$ cat src/rtl/mux_rr_pipe_pkg.sv
// Shared definitions for the stream-mux family: mode encoding and index-width helper.
package mux_pkg;

  typedef enum logic {
    MODE_DIRECT = 1'b0,
    MODE_RR     = 1'b1
  } mode_e;

  // Number of bits needed to index n channels (never less than one).
  function automatic int unsigned idx_bits(input int unsigned n);
    return (n > 1) ? $clog2(n) : 1;
  endfunction

endpackage

$ cat src/rtl/mux_rr_pipe_pick.sv
// Combinational rotating-priority picker: lowest requesting index at or after base,
// wrapping to the bottom of the request vector.
module rr_pick
  import mux_pkg::*;
#(
  parameter  int unsigned NCH  = 8,
  localparam int unsigned SELW = idx_bits(NCH)
) (
  input  logic [NCH-1:0]  req,
  input  logic [SELW-1:0] base,
  output logic [SELW-1:0] gnt_idx,
  output logic            gnt_vld
);

  logic [2*NCH-1:0] req2;
  logic [2*NCH-1:0] masked;

  always_comb begin
    req2 = {req, req};
    // Upper copy covers the wrap, so a single lowest-bit search over the masked
    // double vector yields the rotated priority winner.
    for (int unsigned i = 0; i < 2 * NCH; i++) begin
      masked[i] = req2[i] && (i >= 32'(base));
    end
    gnt_idx = '0;
    gnt_vld = 1'b0;
    for (int unsigned i = 2 * NCH; i > 0; i--) begin
      if (masked[i-1]) begin
        gnt_vld = 1'b1;
        gnt_idx = SELW'((i - 1) % NCH);
      end
    end
  end

endmodule

$ cat src/rtl/mux_rr_pipe.sv
// N-channel stream mux with registered output, direct or round-robin selection,
// and valid/ready handshaking on every input and on the output.
module mux_rr_pipe
  import mux_pkg::*;
#(
  parameter  int unsigned NCH  = 8,
  parameter  int unsigned W    = 8,
  localparam int unsigned SELW = idx_bits(NCH)
) (
  input  logic               clk,
  input  logic               rst,
  input  logic               mode,
  input  logic [SELW-1:0]    sel,
  input  logic [NCH*W-1:0]   in_data,
  input  logic [NCH-1:0]     in_valid,
  output logic [NCH-1:0]     in_ready,
  output logic [W-1:0]       out_data,
  output logic [SELW-1:0]    out_chan,
  output logic               out_valid,
  input  logic               out_ready
);

  logic            is_rr;
  logic            live;
  logic            load;
  logic            fire;
  logic            dir_vld;
  logic            rr_vld;
  logic            gnt_vld;
  logic [SELW-1:0] rr_idx;
  logic [SELW-1:0] gnt_idx;
  logic [SELW-1:0] rr_ptr;
  logic [W-1:0]    gnt_data;

  assign is_rr = (mode_e'(mode) == MODE_RR);

  rr_pick #(.NCH(NCH)) u_pick (
    .req    (in_valid),
    .base   (rr_ptr),
    .gnt_idx(rr_idx),
    .gnt_vld(rr_vld)
  );

  always_comb begin
    // An out-of-range sel matches no channel and so never grants.
    dir_vld = 1'b0;
    for (int unsigned i = 0; i < NCH; i++) begin
      if (32'(sel) == i) dir_vld = in_valid[i];
    end
    gnt_vld  = is_rr ? rr_vld : dir_vld;
    gnt_idx  = is_rr ? rr_idx : sel;
    load     = !out_valid || out_ready;
    fire     = live && load && gnt_vld;
    in_ready = '0;
    gnt_data = '0;
    for (int unsigned i = 0; i < NCH; i++) begin
      if (32'(gnt_idx) == i) begin
        in_ready[i] = fire;
        gnt_data    = in_data[i*W +: W];
      end
    end
  end

  // live holds producers off until the first edge after reset is released.
  always_ff @(posedge clk or posedge rst) begin
    if (rst) begin
      live      <= 1'b0;
      out_valid <= 1'b0;
      out_data  <= '0;
      out_chan  <= '0;
      rr_ptr    <= '0;
    end else begin
      live <= 1'b1;
      if (load) begin
        out_valid <= fire;
        if (fire) begin
          out_data <= gnt_data;
          out_chan <= gnt_idx;
          if (is_rr) rr_ptr <= (gnt_idx == SELW'(NCH - 1)) ? '0 : gnt_idx + 1'b1;
        end
      end
    end
  end

endmodule
$ cat config.mk
export PLATFORM = sky130hd
export DESIGN_NAME = mux_rr_pipe
export DESIGN_NICKNAME = d
export VERILOG_FILES = /design/src/rtl/mux_rr_pipe_pkg.sv /design/src/rtl/mux_rr_pipe_pick.sv /design/src/rtl/mux_rr_pipe.sv
export SDC_FILE = /design/constraint.sdc
export NUM_CORES = 1
export LEC_CHECK = 0
export ABC_AREA = 1
export CORE_MARGIN = 10
export CORE_UTILIZATION = 41
export DETAILED_ROUTE_END_ITERATION = 8
export GPL_TIMING_DRIVEN = 0
export PLACE_DENSITY = 0.9
export SYNTH_ARGS = -nofsm -noshare
export SYNTH_HDL_FRONTEND = slang
export SYNTH_SLANG_ARGS = --single-unit
$ cat constraint.sdc
create_clock -name clk -period 3.4 [get_ports clk]
set_input_delay 0.51 -clock clk [delete_from_list [all_inputs] [get_ports clk]]
set_output_delay 0.51 -clock clk [all_outputs]
set_load 0.03 [all_outputs]
==> results of run 1 <==
==> repair_timing <==
item / 4_1_cts / 5_1_grt
hold endpoints to repair: 0 / 0
pin swaps: 2 / 5
buffers inserted: 5 / 3
resized for setup: 49 / 34
endpoints found under the setup margin: 16 / 14
gates cloned: 0 / 0
==> state kept, by name, indices dropped and copies added, names as in the netlist <==
register	flops
rr_ptr	3
live	1
out_chan	3
out_valid	1
out_data	8
==> cell families (layout without fill, tap and decap cells) <==
kind of cell / Yosys count / count (layout) / share of synthesized area [%]
flops: 16 / 16 / 20.8
fa+ha+maj: 6 / 6 / 3.90
other cells: 1 / 1 / 0.195
buf+inv: 68 / 173 / 13.7
simple gates: 219 / 219 / 51.5
compound gates: 35 / 35 / 9.96
==> worst min-delay path by stage <==
stage / startpoint / to / cells past startpoint
final: out_data[0] / out_data[0] / 2
after detailed placement: out_data[2] / out_data[2] / 2
after floorplan: rst / live / 1
after global routing: out_data[6] / out_data[6] / 2
after CTS: out_data[0] / out_data[0] / 2
after global placement: out_data[1] / out_data[1] / 2
==> cell usage after synthesis, drive strengths merged <==
library cell,n,area [um2]
nand2,124,494
inv,55,209
nor2,36,161
nand3,30,155
o21ai,21,105
dfrtp,16,400
nand4,16,100
or2,9,56.3
a21oi,8,40.0
clkbuf,6,22.5
ha,6,75.1
buf,5,23.8
clkinv,2,7.51
nor3,2,10.0
a22o,1,8.76
and3,1,6.26
conb,1,3.75
nor4,1,6.26
o2111ai,1,8.76
o211ai,1,7.51
o21bai,1,7.51
o22ai,1,6.26
o31ai,1,7.51
==> report_power, final <==
| group | switching (mW) | total (mW) | internal, mW |
|---|---|---|---|
| clock | 0.0557 | 0.134 | 0.0783 |
| sequential | 0.0574 | 0.321 | 0.263 |
| combinational | 0.626 | 1.07 | 0.447 |
| total | 0.739 | 1.53 | 0.789 |
==> cell type report <==
class / instances / area share [%]
buffer: 7 / 1.20
clock buffer: 3 / 1.32
inverter: 57 / 7.06
multi-input combinational: 261 / 43.0
sequential: 16 / 12.8
tap: 52 / 2.07
timing repair buffer: 106 / 32.6
==> per-stage QoR <==
stage	instance area (um2)	hold slack [ps]	worst slack, ps	std cells	util, %
floorplan	1920	424	31.3	345	-
global placement	2970	466	-1180	495	66.8
detailed placement	2970	467	-1180	495	66.8
CTS	3070	486	24.8	499	69.1
global route	3140	497	-9.92	502	70.6
finish	3140	479	79.8	502	70.6
==> worst max-delay path, delay by kind of cell <==
| family | cells | cell delay [ps] |
|---|---|---|
| buffers and inverters | 4 | 1110 |
| adders and majority gates | 1 | 220 |
| and+or+nand+nor | 5 | 460 |
| AOI/OAI and AO/OA | 3 | 500 |
==> metal layers <==
layer / track usage, % / vias up
met2: 31.4 / 87
met5: 0 / -
li1: - / 1294
met4: 3.52 / 0
met3: 3.49 / 6
met1: 21.1 / 1136
==> flow_metrics.tcl, run 1 <==
set metrics [dict create \
    design.core.area_mm2 0.00444 \
    drtIter0Drc 132 \
    drive_gt1_share_pct 14.4 \
    fmax_mhz 301 \
    rows 24 \
    p_leak_nw 1.61 \
    cts.sinks 16 \
    crit_path_end "in_ready[0]" \
    multiInputGateArea_mm2 0.00135 \
    syn-num-nets 430 \
    cts_buffers 3 \
    ys.warnings.count 0 \
    vias 2523 \
    slowest_delay_ps 570 \
    r2r_slack_ps 650 \
    layout_commonest_cell "nand2_1" \
    syn_avg_cell_area_um2 5.57 \
    gp_congestion 0.897 \
    root_buffer "clkbuf_8" \
    drtAntennaViolNets 0 \
    drcViolationCount 0 \
    routed.top_layer "met4" \
    grt-ovfl-total 0 \
    initial_core_util_pct 43.3 \
    grt.total_usage_pct 17.5 \
    wirelength_um 7200 \
    worstMarginPinSlew_ps 573 \
    dieArea_mm2 0.00783 \
    yosysSeqAreaShare_pct 20.8 \
    crit_path_end_kind "primary output" \
    synth_cell_type_count 35 \
    synthCells 345 \
    skew_ps 1.21 \
    hold_viol 0 \
    r2r_cells 18 \
    finalPower_mw 1.53 \
    ctsHtreeMaxLevel 1 \
    clk-insertion-delay-late_ps 240 \
    drv_cap 0 \
    startpoint "in_valid[1]" \
    dr_wl_met3_um 523 \
    portBuffers 98 \
    area_growth_pct 63.2 \
    met1_length_um 3010 \
    antennaDiodeCount 0 \
    fin_crit_sh_pct 97.7 \
    finalSetupViolCount 0 \
    synth_seq_cells 16 \
    viasPerCell 5.03 \
    seqCellArea_um2 400 \
    critPathArrivalTime_ps 2810 \
    wl_met2_um 3610 \
    ir_drop_mv 0.494 \
    wire_per_inst_um 14.3 \
    fillCellCount 372 \
    worstSetupPathType "in -> out" \
    cts_hold_buf 0 \
    clk_path_buf_depth 2 \
    firstDrtPassIters 7 \
    crit_top_cell "nand2_1" \
    grt_max_degree 17 \
    num_io_pins 99 \
    crit_slowest_cell "clkdlybuf4s50_1" \
    cp_max_fo 10 \
    drv_slew 0 \
    grt_pass1_wl_um 11200 \
    setup_tns_ps 0 \
    cts_tree "built" \
    finalCriticalPeriod_ps 3320 \
    power.density_mw_per_mm2 487 \
    r2r_start "rr_ptr[2]" \
    min_path_type "reg -> reg" \
    grt_antenna_before_repair 0 \
    die_height_um 88.5 \
    die_w_um 88.5 \
    hpwl_um 5800 \
    status "finished clean" \
    required_ps 2890 \
    finalNetCount 537 \
    path_cells "clkdlybuf4s50_1, inv_1, a21oi_1, nor3_1, o21ai_0, nand2_1, nand2_1, nand3_1, o21ai_2, inv_2, ha_4, and3_1, dlygate4sd2_1" \
    syn_area_mm2 0.00192 \
    crit_path_start_kind "input port" \
    r2r_end "out_data[6]" \
    max_slew_margin_pct 61.7 \
    cts.clk_slew.worst_paths_ps 50 \
    final_cell_mix "120 x nand2_1, 85 x clkdlybuf4s50_1, 44 x inv_1, 29 x nand3_1, 28 x nor2_1" \
    first_global_vias 2434 \
]
No activity file was read; power rests on OpenSTA's default activity.
==> run 2, diff against run 1 <==
TNS_END_PERCENT = 1   (was unset)
==> flow_metrics.tcl, run 2 (synthesized netlist as in run 1, its figures left out) <==
set metrics [dict create \
    status "finished clean" \
    wl_met2_um 3520 \
    worstSetupPathType "in -> out" \
    multiInputGateArea_mm2 0.00134 \
    dr_wl_met3_um 509 \
    r2r_cells 21 \
    rows 24 \
    r2r_end "out_data[5]" \
    initial_core_util_pct 43.3 \
    dp_worst_setup_slack_ps -1180 \
    met1_length_um 2990 \
    hp-start "out_data[0]" \
    crit_path_end_kind "primary output" \
    postLayoutCoreUtil_pct 69.4 \
    whs_path_depth 2 \
    required_ps 2890 \
    largest-register "out_data" \
    layout_commonest_cell "nand2_1" \
    r2r_start "rr_ptr[2]" \
    skew_ps 0.944 \
    startpoint "in_valid[6]" \
    grt-ovfl-total 0 \
    drive_gt1_share_pct 13.0 \
    max_slew_margin_pct 62.1 \
    firstDrtPassIters 4 \
    layout_setup_ws_ps 58.0 \
    min_path_type "reg -> reg" \
    drv_slew 0 \
    portBuffers 98 \
    grt_antenna_before_repair 0 \
    vias 2500 \
    hold_end "out_data[0]" \
    crit_path_start_kind "input port" \
    grt_max_degree 17 \
    finalNetCount 534 \
    drcViolationCount 0 \
    wire_per_inst_um 14.2 \
    num_io_pins 99 \
    drtAntennaViolNets 0 \
    power.density_mw_per_mm2 489 \
    cts_buffers 3 \
    hpwl_um 5800 \
    finalPower_mw 1.51 \
    r2r_slack_ps 700 \
    seqCellArea_um2 400 \
    drtIter0Drc 117 \
    area_growth_pct 60.3 \
    dp_cells 495 \
    layoutNonFillerInstCount 499 \
    worstMarginPinSlew_ps 568 \
    clk-insertion-delay-late_ps 240 \
    finalCriticalPeriod_ps 3340 \
    cts.clk_slew.worst_paths_ps 50 \
    critPathArrivalTime_ps 2830 \
    hold_viol 0 \
    antennaDiodeCount 0 \
    routed.top_layer "met4" \
    grt_pass1_wl_um 11200 \
    drv_cap 0 \
    cp_max_fo 10 \
    cts_tree "built" \
    rsz0062_at_grt "yes" \
    grt.total_usage_pct 17.5 \
    p_leak_nw 1.58 \
    cts.sinks 16 \
    viasPerCell 5.01 \
    root_buffer "clkbuf_8" \
    clk_path_buf_depth 2 \
    wirelength_um 7080 \
    holdWs_ps 479 \
    first_global_vias 2434 \
    finalSetupViolCount 0 \
    reg.largest.list "out_data x8, out_chan x3, rr_ptr x3" \
    fillCellCount 379 \
    ctsHtreeMaxLevel 1 \
    fin_crit_sh_pct 98.3 \
    final_cell_mix "120 x nand2_1, 86 x clkdlybuf4s50_1, 45 x inv_1, 29 x nand3_1, 29 x nor2_1" \
    dieArea_mm2 0.00783 \
    gp_congestion 0.897 \
    die_w_um 88.5 \
    largest_register_ffs 8 \
    design.core.area_mm2 0.00444 \
    ir_drop_mv 0.500 \
    die_height_um 88.5 \
    fmax_mhz 299 \
]
[run 2: cell count changes in the layout (fill, tap and decap cells not counted), moves of 2 or more]
cell and delta:
ha_2 -2, buf_6 -2, ha_1 +2, buf_4 -3
[run 2: metrics by stage]
step / cell area, um2 / TNS (ps)
finish: 3080 / 0
global route: 3080 / -601
CTS: 3070 / 0
detailed placement: 2970 / -8930
global placement: 2970 / -8780
floorplan: 1920 / 0
[run 2: routing by layer]
layer	track usage [%]	up-vias
met5	0	-
met3	3.49	6
met4	3.52	0
li1	-	1290
met2	31.4	72
met1	21.1	1132
[run 2: critical path: stages]
cell and delay [ps]:
clkdlybuf4s50_1 490, inv_1 70, o31ai_1 200, a21oi_1 100, a21oi_1 150, a21oi_1 70, or2_2 300, o21ai_4 80
inv_2 90, ha_4 180, buf_4 140, buf_4 160, inv_2 70, nor3_2 40, buf_4 170
[run 2: how the worst max path moves through the flow]
stage	end	slack [ps]
after floorplan	in_ready[1]	30
after global placement	in_ready[1]	-1180
after detailed placement	in_ready[1]	-1180
after CTS	in_ready[3]	20
after global routing	in_ready[1]	-120
final	in_ready[1]	60
[run 2: timing repair]
item                                   4_1_cts  5_1_grt
endpoints found under the hold margin        0        0
gates resized for setup                     49       24
hold buffers                                 0        0
setup endpoints to repair                   16       14
buffers inserted                             5        0
pin swaps                                    2        4
[run 2: area by class of cell]
class                   count  share of cell area, %
multi-input cells         261                   43.3
repair buffers            103                   32.0
flip-flops and latches     16                   13.0
inverters                  57                   7.10
well taps                  52                   2.11
clock buffers               3                   1.34
plain buffers               7                   1.10
[run 2: where the power goes]
group	internal (mW)	total, mW	switching, mW
sequential	0.263	0.321	0.0579
combinational	0.433	1.05	0.620
clock	0.0783	0.134	0.0553
total	0.775	1.51	0.733
==> run 3, diff against run 2 <==
GPL_ROUTABILITY_DRIVEN = 0   (was unset)
==> flow_metrics.tcl, run 3 (synthesized netlist as in run 1, its figures left out) <==
set metrics [dict create \
    crit_path_start_kind "input port" \
    holdWs_ps 487 \
    finalPower_mw 1.53 \
    critPathArrivalTime_ps 2840 \
    ir_drop_mv 0.493 \
    design.core.area_mm2 0.00444 \
    hold_viol 0 \
    drv_cap 0 \
    power.density_mw_per_mm2 491 \
    fmax_mhz 298 \
    drv_slew 0 \
    p_leak_nw 1.62 \
    vias 2516 \
    dp_worst_setup_slack_ps -1170 \
    layoutNonFillerInstCount 500 \
    grt_antenna_before_repair 0 \
    dp_cells 495 \
    slowest_delay_ps 470 \
    drtIter0Drc 178 \
    finalCriticalPeriod_ps 3350 \
    finalSetupViolCount 0 \
    seqPwrFrac_pct 20.8 \
    area_growth_pct 62.5 \
    grt_pass1_wl_um 11600 \
    drcViolationCount 0 \
    initial_core_util_pct 43.3 \
    net-switching-power_mw 0.750 \
    fin_crit_sh_pct 98.6 \
    antennaDiodeCount 0 \
    p_int_mw 0.783 \
    path_cells "clkdlybuf4s50_1, nor2_2, o31ai_2, a21oi_1, a21oi_1, a21oi_1, or2_2, o21ai_4, inv_2, ha_4, buf_4, clkbuf_8, inv_2, nor3_2, buf_4" \
    ctsHtreeMaxLevel 1 \
    hpwl_um 5880 \
    postLayoutCoreUtil_pct 70.3 \
    grt-ovfl-total 0 \
    cts.clk_slew.worst_paths_ps 50 \
    max_slew_margin_pct 60.7 \
    rows 24 \
    p_sw_share_pct 48.9 \
    required_ps 2890 \
    first_global_vias 2438 \
    clk-insertion-delay-late_ps 250 \
    crit_path_end_kind "primary output" \
    status "finished clean" \
    cp_max_fo 10 \
    worstSetupPathType "in -> out" \
    r2r_slack_ps 650 \
    layout_setup_ws_ps 47.0 \
    cts_tree "built" \
    die_w_um 88.5 \
    die_height_um 88.5 \
    clk_path_buf_depth 2 \
    final_cell_mix "120 x nand2_1, 85 x clkdlybuf4s50_1, 44 x inv_1, 30 x nor2_1, 29 x nand3_1" \
    cts.sinks 16 \
    largest-register "out_data" \
    viasPerCell 5.03 \
    finalNetCount 535 \
    portBuffers 98 \
    crit_top_cell "a21oi_1" \
    layout_commonest_cell "nand2_1" \
    dieArea_mm2 0.00783 \
    grt.total_usage_pct 18.3 \
    grt_max_degree 17 \
    rsz0062_at_grt "yes" \
    wirelength_um 7370 \
    p_clk_share_pct 9.0 \
    wire_per_inst_um 14.7 \
    drtAntennaViolNets 0 \
    min_path_type "reg -> reg" \
    crit_slowest_cell "clkdlybuf4s50_1" \
    reg.largest.list "out_data x8, out_chan x3, rr_ptr x3" \
    power_frac_comb_pct 70.2 \
    skew_ps 1.16 \
    root_buffer "clkbuf_8" \
    worstMarginPinSlew_ps 589 \
    largest_register_ffs 8 \
    firstDrtPassIters 5 \
    num_io_pins 99 \
    cts_buffers 3 \
    drive_gt1_share_pct 13.4 \
]
run 3: worst paths after layout:
| kind | startpoint | endpoint | cells after the start |
|---|---|---|---|
| setup / recovery | in_valid[2] | in_ready[1] | 15 |
| hold / removal | out_data[3] | out_data[3] | 2 |
| setup reg to reg | rr_ptr[2] | out_data[5] | 21 |
| hold reg to reg | out_data[3] | out_data[3] | 2 |
| max in group asynchronous | rst | out_data[5] | 2 |
| min in group asynchronous | rst | rr_ptr[2] | 2 |
run 3: worst max-delay path, delay by kind of cell:
kind | cells | cell delay [ps]
buffers and inverters | 6 | 1100
AO/OA/AOI/OAI | 5 | 530
AND/OR/NAND/NOR | 3 | 520
adder cells (fa/ha/maj) | 1 | 170
run 3: layout make-up:
type                       count  area (um2)
tap                           52        65.1
inverter                      57         223
sequential                    16         400
buffer                         7        40.0
multi-input combinational    261        1340
fill                         386        1320
timing repair buffer         104        1010
clock buffer                   3        41.3
run 3: what timing repair did:
item / 4_1_cts / 5_1_grt
buffers inserted: 3 / 3
resized for setup: 47 / 33
hold endpoints to repair: 0 / 0
pin swaps: 1 / 4
hold buffers: 0 / 0
endpoints found under the setup margin: 16 / 15
run 3: routing by layer:
layer / up-vias / GRT usage [%] / part of all wire, % / wire length [um]
met2: 100 / 31.9 / 50 / 3660
met4: 0 / 5.87 / 2.1 / 155
met1: 1114 / 21.8 / 41 / 3020
met3: 13 / 3.77 / 7.3 / 538
li1: 1289 / - / - / -
met5: - / 0 / 0 / 0
run 3: through the flow:
step	instance area, um2	setup TNS (ps)
2_1_floorplan	1920	0
4_1_cts	3050	0
3_5_place_dp	2970	-9100
6_report	3120	0
3_3_place_gp	2970	-8360
5_1_grt	3120	-339
run 3: power by group through the flow:
stage	sequential (mW)	clock, mW	combinational (mW)
finish	0.319	0.137	1.08
global route	0.329	0.149	1.19
CTS	0.318	0.143	1.03
detailed placement	0.318	0	0.986
global placement	0.314	0	0.970
floorplan	0.427	0	0.509
